## src/rtl/sha256_round_ctrl.sv

```systemverilog
`timescale 1ns/1ps

// Ch(e,f,g) term of the SHA-256 round: bits of f where e is 1, bits of g where e is 0.
// Latency: purely combinational, zero cycles.
// Backpressure: none, no handshake.
module func_ch (
  input  logic [31:0] e,
  input  logic [31:0] f,
  input  logic [31:0] g,
  output logic [31:0] ch
);

  assign ch = (e & f) ^ (~e & g);

endmodule

// SHA-256 compression controller: loads 16 message words, runs 64 rounds, adds the result into the chaining hash.
// Latency: done pulses 66 cycles after the 16th word handshake (64 rounds, one final add, then the done cycle).
// Backpressure: word_ready is low during rounds, finalisation and whenever init is high; words offered then are dropped.
module sha256_round_ctrl (
  input  logic         clk,
  input  logic         rst_n,
  input  logic         init,
  input  logic         word_valid,
  input  logic [31:0]  word_in,
  output logic         word_ready,
  output logic         busy,
  output logic         done,
  output logic [255:0] digest
);

  typedef enum logic [1:0] {
    ST_IDLE  = 2'd0,
    ST_LOAD  = 2'd1,
    ST_ROUND = 2'd2,
    ST_FINAL = 2'd3
  } state_t;

  localparam logic [31:0] IV [8] = '{
    32'h6a09e667, 32'hbb67ae85, 32'h3c6ef372, 32'ha54ff53a,
    32'h510e527f, 32'h9b05688c, 32'h1f83d9ab, 32'h5be0cd19
  };

  localparam logic [31:0] K_ROM [64] = '{
    32'h428a2f98, 32'h71374491, 32'hb5c0fbcf, 32'he9b5dba5, 32'h3956c25b, 32'h59f111f1, 32'h923f82a4, 32'hab1c5ed5,
    32'hd807aa98, 32'h12835b01, 32'h243185be, 32'h550c7dc3, 32'h72be5d74, 32'h80deb1fe, 32'h9bdc06a7, 32'hc19bf174,
    32'he49b69c1, 32'hefbe4786, 32'h0fc19dc6, 32'h240ca1cc, 32'h2de92c6f, 32'h4a7484aa, 32'h5cb0a9dc, 32'h76f988da,
    32'h983e5152, 32'ha831c66d, 32'hb00327c8, 32'hbf597fc7, 32'hc6e00bf3, 32'hd5a79147, 32'h06ca6351, 32'h14292967,
    32'h27b70a85, 32'h2e1b2138, 32'h4d2c6dfc, 32'h53380d13, 32'h650a7354, 32'h766a0abb, 32'h81c2c92e, 32'h92722c85,
    32'ha2bfe8a1, 32'ha81a664b, 32'hc24b8b70, 32'hc76c51a3, 32'hd192e819, 32'hd6990624, 32'hf40e3585, 32'h106aa070,
    32'h19a4c116, 32'h1e376c08, 32'h2748774c, 32'h34b0bcb5, 32'h391c0cb3, 32'h4ed8aa4a, 32'h5b9cca4f, 32'h682e6ff3,
    32'h748f82ee, 32'h78a5636f, 32'h84c87814, 32'h8cc70208, 32'h90befffa, 32'ha4506ceb, 32'hbef9a3f7, 32'hc67178f2
  };

  // Rotations written as fixed bit slices so each sigma is pure wiring plus XOR.
  function automatic logic [31:0] big_sigma0(input logic [31:0] x);
    return {x[1:0], x[31:2]} ^ {x[12:0], x[31:13]} ^ {x[21:0], x[31:22]};
  endfunction

  function automatic logic [31:0] big_sigma1(input logic [31:0] x);
    return {x[5:0], x[31:6]} ^ {x[10:0], x[31:11]} ^ {x[24:0], x[31:25]};
  endfunction

  function automatic logic [31:0] small_sigma0(input logic [31:0] x);
    return {x[6:0], x[31:7]} ^ {x[17:0], x[31:18]} ^ {3'b000, x[31:3]};
  endfunction

  function automatic logic [31:0] small_sigma1(input logic [31:0] x);
    return {x[16:0], x[31:17]} ^ {x[18:0], x[31:19]} ^ {10'b0, x[31:10]};
  endfunction

  state_t      state;
  logic [3:0]  count;
  logic [5:0]  round;
  logic        done_q;

  // Chaining hash H0..H7 and working registers A..H.
  logic [31:0] h_reg [8];
  logic [31:0] reg_a, reg_b, reg_c, reg_d, reg_e, reg_f, reg_g, reg_h;

  // Message-schedule window: w_win[0] is always W[round].
  logic [31:0] w_win [16];

  logic        hs;
  logic        last_word;
  logic        in_round;
  logic        in_final;
  logic [31:0] ch_val;
  logic [31:0] maj_val;
  logic [31:0] t1;
  logic [31:0] t2;
  logic [31:0] w_new;

  func_ch u_func_ch (
    .e  (reg_e),
    .f  (reg_f),
    .g  (reg_g),
    .ch (ch_val)
  );

  // init always wins over a word in the same cycle, so it masks ready in every state.
  assign word_ready = ((state == ST_IDLE) || (state == ST_LOAD)) && !init;
  assign busy       = (state == ST_ROUND) || (state == ST_FINAL);
  assign done       = done_q;
  assign digest     = {h_reg[0], h_reg[1], h_reg[2], h_reg[3],
                       h_reg[4], h_reg[5], h_reg[6], h_reg[7]};

  assign hs        = word_valid && word_ready;
  assign last_word = hs && (state == ST_LOAD) && (count == 4'd15);
  assign in_round  = (state == ST_ROUND) && !init;
  assign in_final  = (state == ST_FINAL) && !init;

  assign maj_val = (reg_a & reg_b) ^ (reg_a & reg_c) ^ (reg_b & reg_c);
  assign t1      = reg_h + big_sigma1(reg_e) + ch_val + K_ROM[round] + w_win[0];
  assign t2      = big_sigma0(reg_a) + maj_val;
  // With w_win[k] = W[t+k], this is W[t+16] built from W[t+14], W[t+9], W[t+1], W[t].
  assign w_new   = small_sigma1(w_win[14]) + w_win[9] + small_sigma0(w_win[1]) + w_win[0];

  // Control FSM: word counting, round sequencing, abort on init and the done pulse.
  always_ff @(posedge clk or negedge rst_n) begin
    if (!rst_n) begin
      state  <= ST_IDLE;
      count  <= 4'd0;
      round  <= 6'd0;
      done_q <= 1'b0;
    end else begin
      done_q <= 1'b0;
      if (init) begin
        state <= ST_IDLE;
        count <= 4'd0;
        round <= 6'd0;
      end else begin
        case (state)
          ST_IDLE: begin
            if (hs) begin
              count <= 4'd1;
              state <= ST_LOAD;
            end
          end
          ST_LOAD: begin
            if (last_word) begin
              count <= 4'd0;
              round <= 6'd0;
              state <= ST_ROUND;
            end else if (hs) begin
              count <= count + 4'd1;
            end
          end
          ST_ROUND: begin
            round <= round + 6'd1;
            if (round == 6'd63) begin
              state <= ST_FINAL;
            end
          end
          ST_FINAL: begin
            done_q <= 1'b1;
            state  <= ST_IDLE;
          end
          default: state <= ST_IDLE;
        endcase
      end
    end
  end

  // Chaining hash: IV on reset or init, accumulate the working registers in the final cycle.
  always_ff @(posedge clk or negedge rst_n) begin
    if (!rst_n) begin
      for (int i = 0; i < 8; i++) h_reg[i] <= IV[i];
    end else if (init) begin
      for (int i = 0; i < 8; i++) h_reg[i] <= IV[i];
    end else if (in_final) begin
      h_reg[0] <= h_reg[0] + reg_a;
      h_reg[1] <= h_reg[1] + reg_b;
      h_reg[2] <= h_reg[2] + reg_c;
      h_reg[3] <= h_reg[3] + reg_d;
      h_reg[4] <= h_reg[4] + reg_e;
      h_reg[5] <= h_reg[5] + reg_f;
      h_reg[6] <= h_reg[6] + reg_g;
      h_reg[7] <= h_reg[7] + reg_h;
    end
  end

  // Working registers: seeded from the chaining hash on the last word, then one round per cycle.
  always_ff @(posedge clk or negedge rst_n) begin
    if (!rst_n) begin
      reg_a <= '0; reg_b <= '0; reg_c <= '0; reg_d <= '0;
      reg_e <= '0; reg_f <= '0; reg_g <= '0; reg_h <= '0;
    end else if (last_word) begin
      reg_a <= h_reg[0]; reg_b <= h_reg[1]; reg_c <= h_reg[2]; reg_d <= h_reg[3];
      reg_e <= h_reg[4]; reg_f <= h_reg[5]; reg_g <= h_reg[6]; reg_h <= h_reg[7];
    end else if (in_round) begin
      reg_h <= reg_g;
      reg_g <= reg_f;
      reg_f <= reg_e;
      reg_e <= reg_d + t1;
      reg_d <= reg_c;
      reg_c <= reg_b;
      reg_b <= reg_a;
      reg_a <= t1 + t2;
    end
  end

  // Schedule window: shifts in host words while loading and expanded words while rounding.
  always_ff @(posedge clk or negedge rst_n) begin
    if (!rst_n) begin
      for (int i = 0; i < 16; i++) w_win[i] <= '0;
    end else if (hs || in_round) begin
      for (int i = 0; i < 15; i++) w_win[i] <= w_win[i+1];
      w_win[15] <= hs ? word_in : w_new;
    end
  end

endmodule

```

## config.mk

```make
export PLATFORM = sky130hd
export DESIGN_NAME = sha256_round_ctrl
export DESIGN_NICKNAME = d
export VERILOG_FILES = /design/src/rtl/sha256_round_ctrl.sv
export SDC_FILE = /design/constraint.sdc
export NUM_CORES = 2
export LEC_CHECK = 0
export ABC_AREA = 1
export CAP_MARGIN = 0
export CORE_ASPECT_RATIO = 1.1
export CORE_MARGIN = 2
export CORE_UTILIZATION = 25
export CTS_CLUSTER_DIAMETER = 80
export DETAILED_ROUTE_END_ITERATION = 16
export PLACE_DENSITY = 0.37
export SLEW_MARGIN = 0
export SYNTH_ARGS = -nofsm -noshare
export SYNTH_HDL_FRONTEND = slang
export SYNTH_HIERARCHICAL = 1
export SYNTH_SLANG_ARGS = --single-unit
```

## constraint.sdc

```tcl
create_clock -name clk -period 13.29 [get_ports clk]
set_input_delay 1.329 -clock clk [delete_from_list [all_inputs] [get_ports clk]]
set_output_delay 1.329 -clock clk [all_outputs]
set_load 0.02 [all_outputs]
```

==> run metrics <==
# IOs 295; Synth Area per Inst 7.57 µm²; Worst Reg2Reg Path Length in Cells 28; max-slew violation count 0; worst min path class reg2reg; Hold Vio Cnt, Final 0; outcome finished, final reports clean; mux cell area share after synthesis 0%; share of flip-flops with an asynchronous set or reset 100%; EDFF count, synth 0; row cnt 208; layout cells sized above 1 5.22%; Hold EP w_win[45]; clock sink total 1037; Yosys warnings 6; Crit Path Category reg2reg; post-synthesis xor/xnor area fraction 4.41%; Final #Nets 10400; largest net degree at the start of global routing 203; Root Buffer clkbuf_16; Critical Path AT 9.26 ns; worst r2r src round[1]; DRC errors left 0; Initial Util 25.1%; CTS resizes 0; largest family of logic cells by synthesized area simple AND/OR/NAND/NOR gates; gpl congestion 0.948; Reg clk slew, reported paths 0.06 ns; core area 291000 µm²; vias post-DR 68100; number of fill cells 31700; met2 usage 42.3%; Post-Syn Area 73000 µm²; placed cell count 13500; fmax 117 MHz; Vias/cell 4.93; wirelength, routed 383000 µm; final period utilization 64.4%; clk_skew 0.0431 ns; DRT Pass-1 Iters 6; post-DP HPWL 308000 µm; adder-cell share of the synthesized area 12.3%; Top Usage Layer GRT met2; Worst-Skew Late Latency 0.85 ns; crit path buf inv count 4; met1 usage 34.8%; Critical Path Max Stage Delay 0.85 ns; met3 usage 2.74%; Antenna Nets Post-Route 0; routed len/inst 27.7 µm; worst hold start w_win[13]; complex-gate fraction of the synthesized area 18.6%; Crit path required time 14.00 ns; vias in the first global route 68300; Die H 571 µm; IO buf count 294; P&R area growth vs syn 16.5%; hold-fix buffer count after cts 0; post-synthesis simple-gate area fraction 18.8%; GRT Residual Overflow 0; max-cap violation count 0; setup TNS 0 ns; FF-to-FF End reg_a[25]; H-tree levels 4; Setup violations, final 0; syn nets 10300; Worst setup SP type register; Yosys cell types 59; Die Wd 519 µm; CTS buffer count 148; Slew headroom 5.18%; CP Max Fanout 12; Hold Path Stages 2; CP delay by family, top simple AND/OR/NAND/NOR gates; Primary FF master, synth dfrtp_1; Initial DRC Count 5886; Worst Tran Pin Value 1.42 ns; min Tclk post-route 8.56 ns; register area share after synthesis 35.8%; clk buf depth 4; FF-to-FF setup slack 4.73 ns; CTS tree yes; CP endpoint kind register; Synth Register Bits 1037; RSZ-0062 raised after global routing false; non-filler cells, final 13800; GRT Total Usage 25.3%; slowest CP cell nor2_1; post-synthesis cell count 9649; first-pass GRT wire length 538000 µm; Post-CTS Setup Bufs 0; initial antenna violation count 13; die area 296000 µm²
## area by class of cell
| type | instances | area [µm²] | share of cell area [%] |
|---|---|---|---|
| tap | 3885 | 4860 | 5.71 |
| multi-input combinational | 6677 | 39600 | 46.5 |
| sequential | 1037 | 26100 | 30.7 |
| inverter | 1573 | 5930 | 6.97 |
| clock inverter | 55 | 679 | 0.799 |
| clock buffer | 207 | 4280 | 5.03 |
| timing repair buffer | 371 | 3620 | 4.26 |
| antenna | 5 | 12.5 | 0.0147 |
## layout by cell type, fill, tap and decap left out, types with 97 or more instances in the layout
| cell type | synthesis | layout |
|---|---|---|
| nand2_1 | 2184 | 2184 |
| inv_1 | 1563 | 1561 |
| o21ai_0 | 1040 | 1039 |
| dfrtp_1 | 901 | 901 |
| a21oi_1 | 570 | 570 |
| nor2_1 | 541 | 539 |
| ha_1 | 405 | 405 |
| nand3_1 | 386 | 386 |
| clkdlybuf4s50_1 | 0 | 292 |
| xor2_1 | 199 | 199 |
| fa_1 | 195 | 195 |
| xnor2_1 | 169 | 169 |
| clkbuf_16 | 0 | 152 |
| dfstp_2 | 136 | 136 |
| o221ai_1 | 132 | 132 |
| o211ai_1 | 124 | 124 |
| nand4_1 | 112 | 112 |
| o22ai_1 | 97 | 97 |
## state kept, by name, indices dropped and copies added (netlist names), 2 cells and up
signal,count
count,4
digest,256
reg_a,32
reg_b,32
reg_c,32
reg_d,32
reg_e,32
reg_f,32
reg_g,32
reg_h,32
round,6
state,2
w_win,512
## synth_stat cells (136+ instances only)
| library cell | instances | share of area (%) |
|---|---|---|
| nor2_1 | 541 | 2.8 |
| fa_1 | 195 | 5.3 |
| nand3_1 | 386 | 2.6 |
| nand2_1 | 2184 | 11 |
| ha_1 | 405 | 6.9 |
| o21ai_0 | 1040 | 7.1 |
| clkbuf_1 | 243 | 1.2 |
| dfstp_2 | 136 | 4.9 |
| xnor2_1 | 169 | 2.0 |
| inv_1 | 1563 | 8.0 |
| xor2_1 | 199 | 2.4 |
| a21oi_1 | 570 | 3.9 |
| dfrtp_1 | 901 | 31 |
## worst max-delay path by stage
stage / slack [ns] / cells past startpoint / from / endpoint
floorplan: 7.24 / 33 / round[2] / reg_a[18]
CTS: 5.08 / 28 / round[1] / reg_a[25]
finish: 4.73 / 28 / round[1] / reg_a[25]
global route: 4.50 / 28 / round[1] / reg_a[25]
detailed placement: 5.10 / 28 / round[1] / reg_a[25]
global placement: 4.99 / 28 / round[1] / reg_a[25]
## cells by family after synthesis
logic type	count (synthesis)
buf+inv	1935
compound gates	2335
flops	1037
fa+ha+maj	600
simple gates	3374
xor+xnor	368
## per-stage QoR
| step | utilization (%) | worst slack [ns] | hold slack [ns] | instance area, µm² |
|---|---|---|---|---|
| final | 29.2 | 4.73 | 0.446 | 85100 |
| after global routing | 29.2 | 4.50 | 0.480 | 85100 |
| after CTS | 29.2 | 5.08 | 0.453 | 85000 |
| after detailed placement | 27.5 | 5.10 | 0.463 | 80100 |
| after global placement | 27.5 | 4.99 | 0.460 | 80100 |
| after floorplan | - | 7.24 | 0.449 | 73000 |
## tightest hold or removal path: stages (launching register included)
cell	delay [ns]
dfrtp_1	0.34
nand2_1	0.05
nand2_1	0.05
## routing by layer
layer  wire (µm)  share of wire (%)
met3       15500                4.0
met2      180000                 47
met1      177000                 46
met4       10000                2.6
met5          10             0.0026
Power is left out: the tool's default activity adds up to more than one toggle a clock period on the data nets, which glitch-free logic cannot reach.
